[config.mk]
export PLATFORM = sky130hd
export DESIGN_NAME = risc_div_sequencer_flat
export DESIGN_NICKNAME = d
export VERILOG_FILES = /design/src/rtl/risc_div_pkg.sv /design/src/rtl/risc_div_sequencer_if.sv /design/src/rtl/risc_div_iter_counter.sv /design/src/rtl/risc_div_sequencer.sv /design/src/flat_wrapper.sv
export SDC_FILE = /design/constraint.sdc
export NUM_CORES = 1
export LEC_CHECK = 0
export CAP_MARGIN = 25
export CORE_MARGIN = 3
export CORE_UTILIZATION = 40
export CTS_BUF_LIST = sky130_fd_sc_hd__clkbuf_16
export DETAILED_ROUTE_END_ITERATION = 7
export GPL_TIMING_DRIVEN = 0
export PLACE_DENSITY_LB_ADDON = 0.15
export SLEW_MARGIN = 20
export SYNTH_ARGS = -nofsm -noshare
export SYNTH_HDL_FRONTEND = slang
export SYNTH_SLANG_ARGS = --single-unit
[constraint.sdc]
create_clock -name clk -period 2 [get_ports clk]
set_input_delay 0.4 -clock clk [delete_from_list [all_inputs] [get_ports clk]]
set_output_delay 0.4 -clock clk [all_outputs]
set_load 0.005 [all_outputs]
[src/rtl/risc_div_pkg.sv]
// Shared types and sizing helpers for the restoring-divider sequencer.
// State encoding is fixed so datapath debug probes can decode it directly.
package risc_div_pkg;

   typedef enum logic [2:0] {
      StIdle  = 3'd0,
      StLoad  = 3'd1,
      StShift = 3'd2,
      StSub   = 3'd3,
      StFix   = 3'd4,
      StDone  = 3'd5
   } state_e;

   localparam int unsigned DefWidth = 32;

   // Datapath strobe bundle, kept together so the optional retiming stage is one register.
   typedef struct packed {
      logic ld_operands;
      logic shift_en;
      logic sub_en;
      logic restore_en;
      logic q_wr;
      logic q_bit;
   } strobe_t;

   function automatic int unsigned cnt_width(input int unsigned width);
      return (width < 2) ? 1 : $clog2(width);
   endfunction

endpackage

[src/rtl/risc_div_sequencer_if.sv]
// Handshake and datapath-control bundle between the issuing stage/datapath (master)
// and the divider sequencer (slave).
interface risc_div_sequencer_if
   import risc_div_pkg::*;
#(
   parameter int unsigned CNT_W = cnt_width(DefWidth)
) ();

   logic             start;
   logic             abort;
   logic             divisor_zero;
   logic             rem_neg;
   logic             busy;
   logic             done;
   logic             div_by_zero;
   logic             ld_operands;
   logic             shift_en;
   logic             sub_en;
   logic             restore_en;
   logic             q_wr;
   logic             q_bit;
   logic [CNT_W-1:0] iter_count;

   modport master (
      output start, abort, divisor_zero, rem_neg,
      input  busy, done, div_by_zero, ld_operands, shift_en, sub_en, restore_en, q_wr, q_bit,
             iter_count
   );

   modport slave (
      input  start, abort, divisor_zero, rem_neg,
      output busy, done, div_by_zero, ld_operands, shift_en, sub_en, restore_en, q_wr, q_bit,
             iter_count
   );

endinterface

[src/rtl/risc_div_iter_counter.sv]
// Quotient-bit iteration counter: clear has priority, increment wraps to zero at the
// terminal count WIDTH-1, which is also flagged on tc.
module risc_div_iter_counter
   import risc_div_pkg::*;
#(
   parameter int unsigned WIDTH = DefWidth,
   parameter int unsigned CNT_W = cnt_width(WIDTH)
) (
   input  logic             clk,
   input  logic             rst_n,
   input  logic             clr,
   input  logic             inc,
   output logic [CNT_W-1:0] count,
   output logic             tc
);

   localparam logic [CNT_W-1:0] LastIdx = CNT_W'(WIDTH - 1);

   logic [CNT_W-1:0] count_q;
   logic [CNT_W-1:0] count_d;

   always_comb begin
      count_d = count_q;
      if (clr) begin
         count_d = '0;
      end else if (inc) begin
         count_d = tc ? '0 : count_q + 1'b1;
      end
   end

   always_ff @(posedge clk or negedge rst_n) begin
      if (!rst_n) begin
         count_q <= '0;
      end else begin
         count_q <= count_d;
      end
   end

   assign tc    = (count_q == LastIdx);
   assign count = count_q;

endmodule

[src/rtl/risc_div_sequencer.sv]
// Control FSM for the restoring divider: LOAD, then WIDTH x (SHIFT, SUB, FIX), then DONE.
// Optional macro RISC_DIV_NEGEDGE_OUT_EN retimes the datapath strobes onto negedge clk.
module risc_div_sequencer
   import risc_div_pkg::*;
#(
   parameter int unsigned WIDTH = DefWidth,
   parameter int unsigned CNT_W = cnt_width(WIDTH)
) (
   input logic                 clk,
   input logic                 rst_n,
   risc_div_sequencer_if.slave bus
);

   state_e           state_q;
   state_e           state_d;
   strobe_t          strb;
   strobe_t          strb_out;
   logic             busy;
   logic             done;
   logic             dbz_q;
   logic             dbz_d;
   logic             cnt_clr;
   logic             cnt_inc;
   logic             cnt_tc;
   logic [CNT_W-1:0] iter_count;

   risc_div_iter_counter #(
      .WIDTH (WIDTH),
      .CNT_W (CNT_W)
   ) u_iter_counter (
      .clk   (clk),
      .rst_n (rst_n),
      .clr   (cnt_clr),
      .inc   (cnt_inc),
      .count (iter_count),
      .tc    (cnt_tc)
   );

   always_ff @(posedge clk or negedge rst_n) begin
      if (!rst_n) begin
         state_q <= StIdle;
         dbz_q   <= 1'b0;
      end else begin
         state_q <= state_d;
         dbz_q   <= dbz_d;
      end
   end

   // Abort beats every other exit of a busy state; it never touches the sticky error.
   always_comb begin
      state_d = state_q;
      strb    = '0;
      busy    = 1'b0;
      done    = 1'b0;
      cnt_clr = 1'b0;
      cnt_inc = 1'b0;
      dbz_d   = dbz_q;
      unique case (state_q)
         StIdle: begin
            if (bus.start) begin
               state_d = StLoad;
               cnt_clr = 1'b1;
               dbz_d   = 1'b0;
            end
         end
         StLoad: begin
            busy             = 1'b1;
            strb.ld_operands = 1'b1;
            if (bus.abort) begin
               state_d = StIdle;
               cnt_clr = 1'b1;
            end else if (bus.divisor_zero) begin
               state_d = StDone;
               dbz_d   = 1'b1;
            end else begin
               state_d = StShift;
            end
         end
         StShift: begin
            busy          = 1'b1;
            strb.shift_en = 1'b1;
            if (bus.abort) begin
               state_d = StIdle;
               cnt_clr = 1'b1;
            end else begin
               state_d = StSub;
            end
         end
         StSub: begin
            busy        = 1'b1;
            strb.sub_en = 1'b1;
            if (bus.abort) begin
               state_d = StIdle;
               cnt_clr = 1'b1;
            end else begin
               state_d = StFix;
            end
         end
         StFix: begin
            busy            = 1'b1;
            strb.q_wr       = 1'b1;
            strb.q_bit      = ~bus.rem_neg;
            strb.restore_en = bus.rem_neg;
            if (bus.abort) begin
               state_d = StIdle;
               cnt_clr = 1'b1;
            end else begin
               cnt_inc = 1'b1;
               state_d = cnt_tc ? StDone : StShift;
            end
         end
         StDone: begin
            done    = 1'b1;
            state_d = StIdle;
         end
         default: begin
            state_d = StIdle;
         end
      endcase
   end

`ifdef RISC_DIV_NEGEDGE_OUT_EN
   strobe_t strb_q;

   // Half-cycle retiming: strobes are held stable across the posedge the datapath uses.
   always_ff @(negedge clk or negedge rst_n) begin
      if (!rst_n) begin
         strb_q <= '0;
      end else begin
         strb_q <= strb;
      end
   end

   assign strb_out = strb_q;
`else
   assign strb_out = strb;
`endif

   assign bus.busy        = busy;
   assign bus.done        = done;
   assign bus.div_by_zero = dbz_q;
   assign bus.iter_count  = iter_count;
   assign bus.ld_operands = strb_out.ld_operands;
   assign bus.shift_en    = strb_out.shift_en;
   assign bus.sub_en      = strb_out.sub_en;
   assign bus.restore_en  = strb_out.restore_en;
   assign bus.q_wr        = strb_out.q_wr;
   assign bus.q_bit       = strb_out.q_bit;

endmodule

[src/flat_wrapper.sv]
// flat-port wrapper written by rule: the top's interface ports become plain ports
module risc_div_sequencer_flat import risc_div_pkg::*;
#(
   parameter int unsigned WIDTH = DefWidth,
   parameter int unsigned CNT_W = cnt_width(WIDTH)
)
  (clk, rst_n, bus_start, bus_abort, bus_divisor_zero, bus_rem_neg, bus_busy, bus_done, bus_div_by_zero, bus_ld_operands, bus_shift_en, bus_sub_en, bus_restore_en, bus_q_wr, bus_q_bit, bus_iter_count);
  risc_div_sequencer_if #(.CNT_W(CNT_W)) bus_i ();
  input logic clk;
  input logic rst_n;
  input wire logic [$bits(bus_i.start)-1:0] bus_start;
  input wire logic [$bits(bus_i.abort)-1:0] bus_abort;
  input wire logic [$bits(bus_i.divisor_zero)-1:0] bus_divisor_zero;
  input wire logic [$bits(bus_i.rem_neg)-1:0] bus_rem_neg;
  output wire logic [$bits(bus_i.busy)-1:0] bus_busy;
  output wire logic [$bits(bus_i.done)-1:0] bus_done;
  output wire logic [$bits(bus_i.div_by_zero)-1:0] bus_div_by_zero;
  output wire logic [$bits(bus_i.ld_operands)-1:0] bus_ld_operands;
  output wire logic [$bits(bus_i.shift_en)-1:0] bus_shift_en;
  output wire logic [$bits(bus_i.sub_en)-1:0] bus_sub_en;
  output wire logic [$bits(bus_i.restore_en)-1:0] bus_restore_en;
  output wire logic [$bits(bus_i.q_wr)-1:0] bus_q_wr;
  output wire logic [$bits(bus_i.q_bit)-1:0] bus_q_bit;
  output wire logic [$bits(bus_i.iter_count)-1:0] bus_iter_count;
  assign bus_i.start = bus_start;
  assign bus_i.abort = bus_abort;
  assign bus_i.divisor_zero = bus_divisor_zero;
  assign bus_i.rem_neg = bus_rem_neg;
  assign bus_busy = bus_i.busy;
  assign bus_done = bus_i.done;
  assign bus_div_by_zero = bus_i.div_by_zero;
  assign bus_ld_operands = bus_i.ld_operands;
  assign bus_shift_en = bus_i.shift_en;
  assign bus_sub_en = bus_i.sub_en;
  assign bus_restore_en = bus_i.restore_en;
  assign bus_q_wr = bus_i.q_wr;
  assign bus_q_bit = bus_i.q_bit;
  assign bus_iter_count = bus_i.iter_count;
  risc_div_sequencer #(.WIDTH(WIDTH), .CNT_W(CNT_W)) u_core (.clk(clk), .rst_n(rst_n), .bus(bus_i));
endmodule
-- After elaboration in Yosys (flattened, before gate mapping)
Index checks and enable logic that the tools add are counted.
- input bits: 6
- word-level logic and storage cells: 45
- register bits: 9
- output and inout bits: 14
- reductions and logical operators: 5
- eq/ne operators: 9
- muxes and demuxes: 26
- bitwise operators: 1
- add/sub/neg operators: 1
- operator list (operator ; count):
    $mux W3 ; 7
    $mux W5 ; 3
    $pmux W3 S5 ; 1
    $mux W1 ; 12
    $eq A3 B2 Y1 const B ; 2
    $eq A3 B3 Y1 const B ; 2
    $ne A2 B2 Y1 const B ; 3
    $add A5 B1 Y5 const B ; 1
    $eq A5 B5 Y1 const B ; 1
    $pmux W1 S2 ; 2
    $reduce_and A4 Y1 ; 1
    $reduce_bool A2 Y1 ; 2
    $reduce_or A4 Y1 ; 1
    $eq A3 B1 Y1 const B ; 1
    $logic_not A3 Y1 ; 1
    $mux W2 ; 1
    $not A1 Y1 ; 1

-- Logic depth before layout (Yosys ltp)
Gate-level depths: netlist of the first run.
- depth after elaboration: 4
- gate-level depth with buffers: 6
- gate-level depth less buffers: 6

-- By module
From an unflattened synthesis of the first run, not the netlist that was laid out.
- cells, all modules: 68
- area total of the unflattened synthesis: 646.9 um^2
- modules (own cells, without submodules) (module ; cells each ; sequential area each (um^2) ; area each (um^2) ; times used):
    risc_div_sequencer ; 42 ; 100.1 ; 352.8 ; 1
    risc_div_iter_counter ; 26 ; 125.1 ; 294.0 ; 1

-- Worst setup path before layout of the first run
No wires, ideal clock.
- kind: input to register
- start point: input port bus_abort
- end point: register u_core.u_iter_counter.count_q[2] (netlist: u_core.u_iter_counter.count[2])
- buffers on the path: 2
- data required time: 1906 ps
- arrival time: 1791 ps
- setup time: 94 ps
- stages on the path: 5
- slack: 115 ps
- cells stage by stage: buf_6 > or4b_4 > buf_6 > or4b_1 > a211oi_1
- word-level cells in the longest chain between the ends: 3
- elaborated cells on any way between the ends: 6
- classes of those cells: mux (5); reduce/logical (1)
- ends and longest elaborated chain (element ; RTL line ; RTL):
    start: declaration ; flat_wrapper.sv:12 ; input wire logic [$bits(bus_i.abort)-1:0] bus_abort;
    $mux W1 (on tied branches) ; n/a ;
    $pmux W1 S2 / $mux W1 (equally long branches) ; risc_div_sequencer.sv:58 ; unique case (state_q)
    $mux W5 / $reduce_bool A2 Y1 (equally long branches) ; n/a ;
    end signal: assignment ; risc_div_iter_counter.sv:35 ; count_q <= count_d;
    end: declaration ; risc_div_iter_counter.sv:19 ; logic [CNT_W-1:0] count_q;
Several ways; a longest one is shown, not always the timed one.
A chain may end at the register's enable or synchronous reset.

-- Final worst setup path of the first run
- start point: register u_core.state_q[0]
- end point: output port bus_restore_en
- word-level cells in the longest chain between the ends: 2
- ends and longest elaborated chain (element ; RTL line ; RTL):
    start: declaration ; risc_div_sequencer.sv:14 ; state_e state_q;
    start signal: assignment ; risc_div_sequencer.sv:41 ; state_q <= StIdle;
    start signal: assignment ; risc_div_sequencer.sv:44 ; state_q <= state_d;
    $eq A3 B3 Y1 ; risc_div_sequencer.sv:58 ;
    $mux W3 ; risc_div_sequencer.sv:58 ;
    end: declaration ; flat_wrapper.sv:21 ; output wire logic [$bits(bus_i.restore_en)-1:0] bus_restore_en;
No other way between the ends.

==> reports/results.ini, run 1 <==
[status]
status=completed

[clock_network]
path_clk_slew_ps=40
cts_buffer_depth=2
clk_latency_ps=240
cts_hold_buffers=0
root_buffer=clkbuf_16
cts_sinks=9
cts_max_level=1
cts_tree=done
numCtsBuffers=3

[yosys]
ys_seq_area_share_pct=35.4
synth.top_cell.area_share_pct=35.4
synthTopCellsByArea=dfrtp_1 35%, ha_1 5.9%, nor2b_1 3.9%, a211oi_1 3.5%, buf_6 3.5%
synth_top_family_by_area=simple AND/OR/NAND/NOR gates
async_reset_ff_share_pct=100
synthMuxAreaShare_pct=3.14
synthSimpleGateAreaFrac_pct=31.8
synthCells=70
synthAdderAreaFrac_pct=5.89
synth_compound_area_share_pct=16.5
synth_ff_type=dfrtp_1
syn_nets=79
post_synth.cell_area_avg_sq_um=9.10
synth_cell_types=32
synth_xor_area_share_pct=1.38
ys_ff_latch=9
synth_largest_area_cell=dfrtp_1
yosysWarnings=0
synth_edf_count=0
synth.cell_area_sq_um=637

[die]
die_y_um=45.9
core_area_sq_um=1400
die_w_um=45.9
die_area_sq_um=2110
rows=13
pin_count=20
initial_utilization_pct=45.5

[detailed_routing]
ant_nets=0
wl_per_cell_um=15.8
routed_wl_um=1870
viasPerCell=5.70
vias=673
drtIter0Drc=21
first_pass_iters=4
drcViolationCount=0

[timing]
rsz0062_at_grt=yes
drv_slew=0
hold_violations=0
setup_viol_count_final=0
fin_skew_ps=3.85
fin_crit_sh_pct=98.5
max_freq_ghz=0.507
tightest_slew_ps=462
slew_headroom_pct=69.1
fin_crit_ps=1970
hold_slack_ps=363

[critical_path]
crit_fanout=4
worstPathArrival_ps=1570
cp.required_ps=1600
critPathKind=reg2out
reg2regPathDepth=4
ff2ff_setup_slack_ps=30
end_kind=output pin
r2r-end=u_core.u_iter_counter.count[2]
start_kind=register
regToRegStartpoint=u_core.state_q[0]

[hold_path]
whs_path_depth=2
whs_endpoint=u_core.state_q[1]
hold_class=in2reg
worstHoldStart=bus_abort

[pwr]
total_power_mw=1.31
power.density_nw_per_um2=1220
leakage_nw=0.570
peakVddDrop_v=0.000825

[global_route]
grt_usage_pct=19.7
first_global_vias=608
grt_overflow=0
grt_pass1_wl_um=2870
grt_antenna_before_repair=0
grt_max_degree=11

[final_layout]
num_antenna_cells=0
finish.utilization_pct=76.8
fin_nets=113
layout-drive-gt1-share_pct=28.2
syn_to_final_growth_pct=68.8
fillers=94

[placed_design]
port-buffer-count=18
dp_hpwl_um=1110
gp_congestion=0.782

[run]
drv_cap=0

flip-flops by register name (all words and copies together), names as in the netlist:
register	cells
u_core.bus.div_by_zero	1
u_core.state_q	3
u_core.u_iter_counter.count	5
cell type report:
cell class | instances | area, sq um | area share (%)
plain buffers | 4 | 51.3 | 4.77
clock buffers | 3 | 75.1 | 6.98
clock inverters | 1 | 3.75 | 0.349
inverters | 1 | 3.75 | 0.349
multi-input cells | 55 | 409 | 38.1
flip-flops and latches | 9 | 228 | 21.2
well taps | 15 | 18.8 | 1.75
repair buffers | 30 | 285 | 26.5
synthesized netlist by cell type (2+ instances only):
library cell	n
dfrtp_1	9
nor2_1	6
nor2b_1	4
a211oi_1	3
a21oi_1	3
and2_1	3
and3_1	3
clkbuf_1	3
ha_1	3
nor3_1	3
o21ai_0	3
buf_6	2
mux2i_1	2
nand2_1	2
nor3b_1	2
o21ai_1	2
or3_1	2
report_power, final:
part / switching, mW / leakage [nW] / internal, mW
sequential: 0.0522 / 0.120 / 0.224
clock: 0.0904 / 0.0423 / 0.262
combinational: 0.274 / 0.408 / 0.408
repair_timing:
action,in CTS,in global routing
resized for setup,15,13
gates cloned,0,0
setup buffers,3,9
pin swaps,1,2
hold endpoints to repair,0,0
setup endpoints to repair,7,7
cells in the final DEF, fill, tap and decap left out, types with 5 or more instances in the layout:
cell type        netlist  layout
dfrtp_1                9       7
dlymetal6s2s_1         0       5
buf_4                  0      11
clkdlybuf4s50_1        0      12
nor2_1                 6       5
logic make-up after synthesis:
logic type | count (synthesis)
AO/OA/AOI/OAI | 16
XOR/XNOR | 1
adder cells (fa/ha/maj) | 3
buffers and inverters | 6
flip-flops | 9
multiplexers | 2
AND/OR/NAND/NOR | 33
critical path, stage by stage (launching register included):
cell and delay, ps:
dfrtp_2 450, nor3b_4 240, and2_1 150, clkdlybuf4s50_1 490
metal layers:
| layer | global-route usage (%) | vias up | wire, um |
|---|---|---|---|
| met5 | 0 | - | 0 |
| met4 | 13.1 | 0 | 27 |
| met3 | 5.14 | 4 | 115 |
| met2 | 31.6 | 24 | 928 |
| met1 | 22.7 | 326 | 797 |
| li1 | - | 319 | - |
how the worst max path moves through the flow:
| stage | start | endpoint | slack (ps) | cells after the start |
|---|---|---|---|---|
| detailed placement | u_core.state_q[0] | bus_sub_en | -130 | 4 |
| global route | u_core.u_iter_counter.count[0] | u_core.u_iter_counter.count[2] | -50 | 5 |
| finish | u_core.state_q[0] | bus_restore_en | 30 | 3 |
| floorplan | bus_abort | u_core.u_iter_counter.count[2] | 120 | 5 |
| CTS | u_core.state_q[0] | bus_busy | -40 | 4 |
| global placement | u_core.state_q[0] | bus_sub_en | -70 | 4 |
per-stage QoR:
stage | instances | instance area (sq um) | TNS [ps] | worst slack [ps]
final | 118 | 1070 | 0 | 29.2
after detailed placement | 103 | 836 | -237 | -128
after floorplan | 70 | 637 | 0 | 115
after CTS | 110 | 981 | -37.7 | -37.7
after global routing | 118 | 1070 | -49.0 | -48.2
after global placement | 103 | 836 | -133 | -66.8
Note: power is estimated with default switching activity, not from simulation.
==> inputs of run 2 (changes only) <==
GPL_TIMING_DRIVEN = unset   (was 0)
==> run 2 against run 1 <==
  * Register-to-register slack improved by 60 ps
  * Sequential share of layout area increased by 1.7 points
  * Clock skew decreased by 3.2 ps
  * Clock power about the same
  * Largest cell class unchanged
  * Critical path depth unchanged
  * Combinational power decreased by 21%
  * Non-clock buffer count decreased by 4
  * Die area unchanged
  * Highest routed layer unchanged
  * Setup slack improved by 16 ps
==> reports/results.ini, run 2 (same netlist as run 1, synthesis figures left out) <==
[status]
status=completed

[detailed_routing]
first_pass_iters=4  ; unchanged
ant_nets=0  ; unchanged
drcViolationCount=0  ; unchanged
routed_wl_um=1760  ; -6.0%
wl_per_cell_um=15.4  ; -2.7%
drtIter0Drc=10  ; -52%
vias=641  ; -4.8%
viasPerCell=5.62  ; -1.4%

[critical_path]
start_kind=register
crit_fanout=6  ; +2
slowest_stage=clkdlybuf4s50_1
max_stage_delay_ps=490  ; about the same
cp.required_ps=1600  ; about the same
crit_chain=nor3b_4, and2_1, clkdlybuf4s50_1
critPathKind=reg2out
worstPathArrival_ps=1550  ; -20 ps
end_kind=output pin

[timing]
fin_crit_ps=1950  ; -15.9 ps
fin_skew_ps=0.619  ; -3.23 ps
max_freq_ghz=0.512  ; +0.81%
hold_slack_ps=476  ; +113 ps
tightest_slew_ps=433  ; -28.8 ps
drv_slew=0  ; unchanged
setup_viol_count_final=0  ; unchanged
finalSetupTns_ps=0  ; unchanged
fin_crit_sh_pct=97.7  ; -0.80 points
rsz0062_at_grt=yes
slew_headroom_pct=71.1  ; +1.9 points
hold_violations=0  ; unchanged

[die]
pin_count=20  ; unchanged
rows=13  ; unchanged
initial_utilization_pct=45.5  ; unchanged
core_area_sq_um=1400  ; unchanged
die_area_sq_um=2110  ; unchanged
die_w_um=45.9  ; unchanged
die_y_um=45.9  ; unchanged

[pwr]
pwr-share-seq_pct=24.3  ; +3.2 points
leakage_nw=0.505  ; -11%
switching_share_pct=32.0  ; +0.19 points
total_power_mw=1.18  ; -10%
clock_power_share_pct=30.0  ; +3.1 points
p_comb_share_pct=45.6  ; -6.5 points
power.density_nw_per_um2=1180  ; -3.6%
peakVddDrop_v=0.000774  ; -6.2%
internal-power_uw=799  ; -11%
netSwitchingPower_uw=376  ; -9.8%

[global_route]
grt_max_degree=12  ; +1
first_global_vias=594  ; -2.3%
grt_usage_pct=17.9  ; -1.8 points
grt_antenna_before_repair=0  ; unchanged
grt_pass1_wl_um=2600  ; -9.4%
grt_overflow=0  ; unchanged

[final_layout]
largest_reg_flops=5  ; unchanged
fin_nets=109  ; -3.5%
layout_common_cells=16 x clkdlybuf4s50_1, 9 x buf_4, 6 x nor2_1, 6 x dfrtp_1
mostFrequentLayoutCell=clkdlybuf4s50_1
layout-drive-gt1-share_pct=22.2  ; -5.9 points
syn_to_final_growth_pct=57.0
num_antenna_cells=0  ; unchanged

[clock_network]
clk_latency_ps=230  ; about the same
cts_hold_buffers=0  ; unchanged
path_clk_slew_ps=40  ; about the same
cts_max_level=1  ; unchanged
cts_sinks=9  ; unchanged
numCtsBuffers=3  ; unchanged
cts_buffer_depth=2  ; unchanged
cts_tree=done
root_buffer=clkbuf_16

[placed_design]
port-buffer-count=19  ; +1
dp_hpwl_um=1190  ; +7.1%
gp_congestion=0.825  ; +5.5%

[hold_path]
hold_class=in2async

[run]
drv_cap=0  ; unchanged

run 2: changes by cell type in the layout (fill, tap and decap cells not counted), sizes merged:
cell           before  now
buf                15   10
clkdlybuf4s50      12   16
dlymetal6s2s        5    3
dlygate4sd2         1    0
run 2: repair_timing:
| action | CTS | global route |
|---|---|---|
| endpoints found under the setup margin | 7 | 7 |
| pin swaps | 0 | 1 |
| hold endpoints to repair | 0 | 0 |
| resized for setup | 4 | 6 |
| buffers inserted | 1 | 3 |
run 2: area by class of cell:
type / count / area (sq um)
Timing Repair Buffer: 30 / 282
Fill cell: 101 / 399
Clock buffer: 3 / 75.1
Multi-Input combinational cell: 55 / 388
Clock inverter: 1 / 3.75
Sequential cell: 9 / 229
Inverter: 1 / 3.75
Tap cell: 15 / 18.8
run 2: power by group through the flow:
stage               clock network, mW  logic, mW  registers (mW)
finish                          0.353      0.536           0.286
global route                    0.369      0.587           0.289
CTS                             0.359      0.494           0.280
detailed placement                  0      0.476           0.280
global placement                    0      0.466           0.276
floorplan                           0      0.268           0.253
run 2: stage by stage:
step	setup WS [ps]	cell area [sq um]	std cells	util [%]
after floorplan	115	637	70	-
after global placement	-84.8	865	106	61.8
after detailed placement	-137	865	106	61.8
after CTS	-46.0	961	111	68.7
after global routing	-16.0	1000	114	71.5
final	45.1	1000	114	71.5
run 2: final timing paths:
| kind | from | end | slack (ps) | cells after the start |
|---|---|---|---|---|
| worst max-delay path | u_core.state_q[0] | bus_restore_en | 50 | 3 |
| min in group clk | u_core.bus.div_by_zero | u_core.bus.div_by_zero | 490 | 1 |
| worst min register to register | u_core.bus.div_by_zero | u_core.bus.div_by_zero | 490 | 1 |
| worst max register to register | u_core.state_q[1] | u_core.u_iter_counter.count[0] | 90 | 5 |
| max in group asynchronous | rst_n | u_core.state_q[0] | 1200 | 1 |
| worst min-delay path | rst_n | u_core.state_q[2] | 480 | 1 |
run 2: routing by layer:
metal | vias up | GRT usage, % | wire length [um]
li1 | 316 | - | -
met1 | 299 | 23.1 | 809
met3 | 4 | 4.35 | 101
met4 | 0 | 13.1 | 25
met5 | - | 0 | 0
met2 | 22 | 25.5 | 820
run 2: worst max-delay path: cells and delay by family (launching register included):
family,cells,cell delay [ps]
and+or+nand+nor,2,370
DFF,1,460
buffers and inverters,1,490
==> inputs of run 3 (changes only) <==
PLACE_DENSITY = 0.73   (was unset)
PLACE_DENSITY_LB_ADDON = unset   (was 0.15)
==> run 3 against run 2 <==
  * Worst hold slack barely moved
  * Critical path type unchanged
  * Power rose by 2.2%
  * Non-clock buffer count rose by 1
  * Largest cell class unchanged
  * Critical endpoint unchanged
==> reports/results.ini, run 3 (same netlist as run 1, synthesis figures left out) <==
[status]
status=completed

[final_layout]
layout-drive-gt1-share_pct=25.0  ; +2.8 points
fin_nets=110  ; +0.92%
syn_to_final_growth_pct=60.5
mostFrequentLayoutCell=clkdlybuf4s50_1
num_antenna_cells=0  ; unchanged
largest_reg_flops=5  ; unchanged
multiInputGateArea_sq_um=395  ; +1.9%
layout_common_cells=14 x clkdlybuf4s50_1, 11 x buf_4, 6 x dfrtp_1, 5 x nor2_1, 5 x dlymetal6s2s_1
layoutNonFillerInstCount=115  ; +0.88%
fillers=100  ; -0.99%
seqCellArea_sq_um=229  ; unchanged

[timing]
hold_violations=0  ; unchanged
max_freq_ghz=0.505  ; -1.2%
fin_skew_ps=3.46  ; +2.84 ps
setup_viol_count_final=0  ; unchanged
slew_headroom_pct=70.9  ; -0.15 points
fin_crit_ps=1980  ; +23.7 ps
final.setup.worst_slack_ps=21.4  ; -23.7 ps
hold_slack_ps=476  ; -0.493 ps
rsz0062_at_grt=yes
tightest_slew_ps=435  ; +2.24 ps
fin_crit_sh_pct=98.9  ; +1.2 points
drv_slew=0  ; unchanged

[critical_path]
max_stage_delay_ps=490  ; about the same
end_kind=output pin
crit_fanout=5  ; -1
path_delay_family=buffers and inverters
cp.required_ps=1600  ; about the same
start_kind=register
critPathKind=reg2out
worstPathArrival_ps=1580  ; +30 ps
ff2ff_setup_slack_ps=20  ; -70 ps
slowest_stage=clkdlybuf4s50_1
crit_chain=nor3b_4, and2_1, clkdlybuf4s50_1
crit_buf_inv=1  ; unchanged

[placed_design]
dp_hpwl_um=1160  ; -2.2%
post-place-ws_ps=-146  ; -8.23 ps
dp.cells=106  ; unchanged
gp_congestion=0.778  ; -5.7%
port-buffer-count=19  ; unchanged

[clock_network]
cts_hold_buffers=0  ; unchanged
cts_sinks=9  ; unchanged
cts_max_level=1  ; unchanged
path_clk_slew_ps=40  ; about the same
numCtsBuffers=3  ; unchanged
cts_tree=done
cts_buffer_depth=2  ; unchanged
root_buffer=clkbuf_16
clk_latency_ps=240  ; about the same

[detailed_routing]
viasPerCell=5.68  ; +0.99%
drcViolationCount=0  ; unchanged
wl_per_cell_um=15.6  ; +1.5%
routed_wl_um=1800  ; +2.4%
first_pass_iters=5  ; +1
vias=653  ; +1.9%
ant_nets=0  ; unchanged
drtIter0Drc=16  ; +6

[global_route]
grt_usage_pct=18.8  ; +0.85 points
grt_antenna_before_repair=0  ; unchanged
grt_pass1_wl_um=2810  ; +8.0%
grt_overflow=0  ; unchanged
grt_max_degree=10  ; -2
first_global_vias=643  ; +8.2%

[die]
die_area_sq_um=2110  ; unchanged
die_w_um=45.9  ; unchanged
initial_utilization_pct=45.5  ; unchanged
core_area_sq_um=1400  ; unchanged
die_y_um=45.9  ; unchanged
pin_count=20  ; unchanged
rows=13  ; unchanged

[pwr]
power.density_nw_per_um2=1180  ; about the same
total_power_mw=1.20  ; +2.2%
peakVddDrop_v=0.000934  ; +21%
leakage_nw=0.537  ; +6.3%

[hold_path]
hold_class=in2async

[run]
drv_cap=0  ; unchanged

-- run 3: cell type report --
class,count,area share (%)
Timing Repair Buffer,31,29.0
Tap cell,15,1.84
Clock inverter,1,0.367
Clock buffer,3,7.34
Multi-Input combinational cell,55,38.7
Sequential cell,9,22.4
Inverter,1,0.367
-- run 3: final timing paths --
check	startpoint	end	cells past startpoint
setup reg to reg	u_core.state_q[0]	u_core.u_iter_counter.count[2]	4
hold reg to reg	u_core.bus.div_by_zero	u_core.bus.div_by_zero	1
max in group asynchronous	rst_n	u_core.state_q[0]	1
min in group clk	u_core.bus.div_by_zero	u_core.bus.div_by_zero	1
setup / recovery	u_core.state_q[1]	bus_restore_en	3
hold / removal	rst_n	u_core.u_iter_counter.count[3]	1
-- run 3: layer usage --
metal	part of all wire, %	routed length, um	GRT usage [%]
met1	44	785	22.0
met2	50	898	31.6
met3	5.3	95	5.93
met4	1.1	19	6.82
met5	0	0	0
-- run 3: repair_timing --
item	4_1_cts	5_1_grt
gates resized for setup	4	10
endpoints found under the setup margin	8	8
hold endpoints to repair	0	0
pin swaps	0	1
setup buffers	4	1
-- run 3: metrics by stage --
stage	setup TNS, ps	instance area, sq um	util (%)
global placement	-244	865	61.8
CTS	0	987	70.6
finish	0	1020	73.1
floorplan	0	637	-
global route	-68.2	1020	73.1
detailed placement	-334	865	61.8
-- run 3: where the power goes --
group | switching (mW) | leakage (nW) | internal (mW) | total [mW]
sequential | 0.0632 | 0.118 | 0.225 | 0.288
combinational | 0.237 | 0.377 | 0.326 | 0.563
clock | 0.0891 | 0.0423 | 0.261 | 0.350
